--- src/rtl/evo_circuit_scanner.sv ---
// evo_circuit_scanner: automatic stimulus sweep and response capture for the
// evolved-circuit test board. The block drives every input pattern to all
// circuits under test and waits for each one to settle. It then samples the
// output of one chosen channel and folds the results into two values: a CRC
// signature and a count of sampled ones.
module evo_circuit_scanner #(
  parameter int unsigned CHANNELS      = 32,
  parameter int unsigned SEL_WIDTH     = 5,
  parameter int unsigned IN_WIDTH      = 5,
  parameter int unsigned SETTLE_CYCLES = 4,
  parameter int unsigned SIG_WIDTH     = 16,
  parameter logic [SIG_WIDTH-1:0] POLY = 16'h1021
) (
  input  logic                 clk,
  input  logic                 rst,
  input  logic                 start,
  input  logic [SEL_WIDTH-1:0] chan_sel,
  input  logic [CHANNELS-1:0]  chan_outs,
  output logic [IN_WIDTH-1:0]  stim,
  output logic                 live_out,
  output logic                 busy,
  output logic                 done,
  output logic [SIG_WIDTH-1:0] signature,
  output logic [IN_WIDTH:0]    ones_count
);

  typedef enum logic [1:0] {IDLE, APPLY, SAMPLE, DONE} state_t;

  // The last pattern of the sweep is all ones. The sweep stops there, so the
  // pattern counter never wraps.
  localparam logic [IN_WIDTH-1:0] LAST_PAT    = '1;
  localparam logic [7:0]          SETTLE_LAST = 8'(SETTLE_CYCLES - 1);

  state_t               state;
  logic [7:0]           settle_cnt;
  logic [IN_WIDTH-1:0]  pattern;
  logic [SEL_WIDTH-1:0] lsel;
  logic                 sample_bit;
  logic                 fb;

  // Channel mux. A select value past the last channel reads as 0 and never
  // indexes outside chan_outs.
  function automatic logic pick(input logic [CHANNELS-1:0] v,
                                input logic [SEL_WIDTH-1:0] s);
    pick = 1'b0;
    for (int i = 0; i < int'(CHANNELS); i++)
      if (32'(s) == 32'(i)) pick = v[i];
  endfunction

  // live_out is a zero-latency view of the channel named by the unlatched select.
  always_comb begin
    live_out = pick(chan_outs, chan_sel);
  end

  // The captured bit uses the select that was latched at start. That keeps a
  // running sweep on the same channel if chan_sel moves.
  always_comb begin
    sample_bit = pick(chan_outs, lsel);
    fb         = signature[SIG_WIDTH-1] ^ sample_bit;
  end

  // Sweep FSM. stim and all results are registered here.
  always_ff @(posedge clk or posedge rst) begin
    if (rst) begin
      state      <= IDLE;
      stim       <= '0;
      busy       <= 1'b0;
      done       <= 1'b0;
      signature  <= '0;
      ones_count <= '0;
      settle_cnt <= '0;
      pattern    <= '0;
      lsel       <= '0;
    end else begin
      case (state)
        IDLE, DONE: begin
          if (start) begin
            lsel       <= chan_sel;
            signature  <= '0;
            ones_count <= '0;
            pattern    <= '0;
            settle_cnt <= '0;
            stim       <= '0;
            done       <= 1'b0;
            busy       <= 1'b1;
            state      <= APPLY;
          end
        end
        APPLY: begin
          // Hold stim for SETTLE_CYCLES clocks. The last of them moves to SAMPLE.
          if (settle_cnt == SETTLE_LAST) begin
            state <= SAMPLE;
          end else begin
            settle_cnt <= settle_cnt + 8'd1;
          end
        end
        SAMPLE: begin
          ones_count <= ones_count + {{IN_WIDTH{1'b0}}, sample_bit};
          signature  <= {signature[SIG_WIDTH-2:0], 1'b0} ^ (fb ? POLY : '0);
          if (pattern == LAST_PAT) begin
            busy  <= 1'b0;
            done  <= 1'b1;
            state <= DONE;
          end else begin
            pattern    <= pattern + 1'b1;
            stim       <= pattern + 1'b1;
            settle_cnt <= '0;
            state      <= APPLY;
          end
        end
        default: state <= IDLE;
      endcase
    end
  end

endmodule

--- config.mk ---
export PLATFORM = sky130hd
export DESIGN_NAME = evo_circuit_scanner
export DESIGN_NICKNAME = d
export VERILOG_FILES = /design/src/rtl/evo_circuit_scanner.sv
export SDC_FILE = /design/constraint.sdc
export NUM_CORES = 1
export LEC_CHECK = 0
export BUFFER_PORTS_ARGS = -buffer_cell sky130_fd_sc_hd__buf_4
export CORE_AREA = 2 2 98 100
export DETAILED_ROUTE_END_ITERATION = 12
export DIE_AREA = 0 0 100 102
export PLACE_DENSITY = 0.56
export SLEW_MARGIN = 30
export SYNTH_ARGS = -nofsm -noshare
export SYNTH_HDL_FRONTEND = slang
export SYNTH_SLANG_ARGS = --single-unit
--- constraint.sdc ---
create_clock -name clk -period 3 [get_ports clk]
set_input_delay 0.3 -clock clk [delete_from_list [all_inputs] [get_ports clk]]
set_output_delay 0.3 -clock clk [all_outputs]
set_load 0.01 [all_outputs]
==> run_results.csv <==
group,metric,value,unit
clock_tree,cts_root_buf,"clkbuf_8",
logic_synthesis,synth-seq-cells,44,
setup_path,path_cells,"inv_1 > a2111oi_0 > nor3_1 > o31ai_2 > o21ai_4 > inv_1 > ha_1 > ha_1 > nor2b_1 > nand3_1 > xor2_1 > nor2_1",
sta,drv_slew,0,
global_route,first_global_vias,2783,
sta,rsz0062_at_grt,"false",
clock_tree,cts_setup_buffers,0,
status,outcome,"completed",
global_route,grt_pass1_wl,13700,microns
logic_synthesis,synthFlopType,"dfrtp_1",
logic_synthesis,seq_area_frac_synth,0.355,
pwr,peakVddDrop,0.245,mV
global_route,grt_overflow,0,
sta,skew,7.71,ps
sta,finalWorstSetupSlack,279,ps
placed_design,dpl.hpwl,6400,microns
placed_design,port_buffers,69,
global_route,antenna_found_initial,0,
finish,fin_nets,460,
drt,drc,0,
drt,wl_per_cell,16.1,microns
drt,drt-total-wl,8410,microns
sta,setup_violations,0,
sta,relSlewSlack,0.608,
sta,layout_min_cycle_time,2720,ps
finish,final_cell_mix,"buf_4, dfrtp_1, nand2_1",
pwr,p_per_area,409,nW/um^2
finish,multi_input_area,1810,sq um
setup_path,ff2ff_path_depth,12,
setup_path,crit_cells,12,
global_route,grt_max_degree,31,
drt,vias,2930,
drt,first_pass_iters,4,
clock_tree,holdBufCountCts,0,
clock_tree,clockBufferDepth,2,
floorplan,die-width,100,microns
setup_path,cp_slowest_cell,"dfrtp_1",
sta,worst_slew_pin_slew,588,ps
clock_tree,clock_sinks,44,
clock_tree,numCtsBuffers,5,
finish,syn_to_final_growth,23.0,%
global_route,grtUsageTotal,0.168,
finish,drive_above_1_share,0.237,
setup_path,cp-end-kind,"flop",
finish,final_common_cell,"buf_4",
clock_tree,cts_tree,"yes",
setup_path,worst-path-max-fanout,13,
finish,fillers,908,
setup_path,critPathBufInv,2,
floorplan,ios,70,
setup_path,crit_start,"lsel[3]$_DFFE_PP0P_",
setup_path,arrival,2910,ps
logic_synthesis,synth_edf_count,0,
logic_synthesis,synth_area_per_cell,8.81,sq um
setup_path,startpoint_type,"flop",
clock_tree,clkLatencyLatePin,310,ps
finish,insertedDiodeCount,0,
clock_tree,ctsResizeCount,0,
drt,drt_iter0_markers,97,
sta,fin_tns_setup,0,ps
floorplan,core.rowCount,35,
drt,viasPerCell,5.59,
logic_synthesis,syn_area,3100,sq um
setup_path,crit_family,"compound AO/OA/AOI/OAI gates",
floorplan,dieArea,10200,sq um
logic_synthesis,synthesis.nets,400,
finish,seq_area,1100,sq um
logic_synthesis,yosys_warnings,0,
floorplan,die_height,102,microns
logic_synthesis,synth.distinct_cells,61,
worst_hold_path,hold_path_class,"in2async",
logic_synthesis,synthArstFlopShare,1.00,
floorplan,core-area,9110,sq um
logic_synthesis,postSynthCellCount,352,
placed_design,gp_congestion,0.837,
drt,ant_nets,0,
clock_tree,htree_levels,2,
setup_path,timing.rr.start,"lsel[3]$_DFFE_PP0P_",
setup_path,max_stage_delay,610,ps
placed_design,pre_cts_ws,305,ps
sta,max_freq,0.368,GHz
floorplan,initial_utilization,0.341,
sta,final_hold_viol_count,0,
pwr,p_leak,1.65,nW
setup_path,critPathKind,"reg2reg",
setup_path,required,3190,ps
clock_tree,clk_pin_slew_worst_paths,90,ps
run,max-cap-violations,0,
sta,fin_crit_sh,0.907,
state kept, by name (all words and copies together) (netlist names):
register    count
done            1
settle_cnt      8
ones_count      6
state           2
pattern         5
signature      16
busy            1
lsel            5
layout make-up:
type	instances	area share
clock buffers	6	0.0216
clock inverters	2	0.0102
inverters	18	0.0177
multi-input cells	266	0.474
flip-flops and latches	44	0.289
well taps	111	0.0364
repair buffers	77	0.152
through the flow:
stage	instances	area (sq um)	power, mW	hold WS (ps)	utilization
after floorplan	352	3100	0.894	473	-
after global placement	516	3690	1.09	439	0.405
after detailed placement	516	3690	1.09	439	0.405
after CTS	524	3810	1.57	107	0.419
after global routing	524	3810	1.65	83.6	0.419
final	524	3810	1.56	27.3	0.419
worst paths after layout:
path	endpoint	slack, ps
worst max-delay path	ones_count[4]$_DFFE_PP0P_	280
worst min-delay path	busy$_DFFE_PP0P_	30
worst max register to register	ones_count[4]$_DFFE_PP0P_	280
worst min register to register	busy$_DFFE_PP0P_	520
max in group asynchronous	signature[14]$_DFFE_PP0P_	2320
min in group clk	busy$_DFFE_PP0P_	300
cells in the mapped netlist, types with 5 or more instances:
cell | n | area share
o21ai_0 | 18 | 0.029
mux2i_1 | 13 | 0.042
xnor2_1 | 6 | 0.017
nand2b_1 | 9 | 0.018
a21oi_1 | 16 | 0.026
nand2_1 | 36 | 0.044
clkbuf_1 | 10 | 0.012
buf_2 | 10 | 0.016
ha_1 | 8 | 0.032
o21ai_1 | 5 | 0.0081
nor2_1 | 20 | 0.024
nor3_1 | 12 | 0.019
nand3_1 | 15 | 0.024
a22o_1 | 20 | 0.056
dfrtp_1 | 44 | 0.35
nor2b_1 | 10 | 0.020
inv_1 | 18 | 0.022
kinds of logic after synthesis:
| kind of cell | Yosys count | share of synthesized area |
|---|---|---|
| buf+inv | 42 | 0.0621 |
| fa+ha+maj | 8 | 0.0323 |
| compound gates | 99 | 0.230 |
| flops | 44 | 0.355 |
| xor+xnor | 9 | 0.0254 |
| simple gates | 129 | 0.216 |
| mux | 21 | 0.0795 |
report_power, final:
group / internal, mW / total (mW) / switching [mW]
Sequential: 0.650 / 0.714 / 0.0633
Clock: 0.272 / 0.486 / 0.213
Combinational: 0.197 / 0.360 / 0.163
Total: 1.12 / 1.56 / 0.439
routing by layer:
metal / GRT usage / share of wire / vias up
li1: - / - / 1413
met4: 0.0748 / 0.031 / 0
met1: 0.214 / 0.45 / 1416
met3: 0.0274 / 0.053 / 19
met2: 0.283 / 0.47 / 82
met5: 0 / 0 / -
No activity file was read; power rests on OpenSTA's default activity.
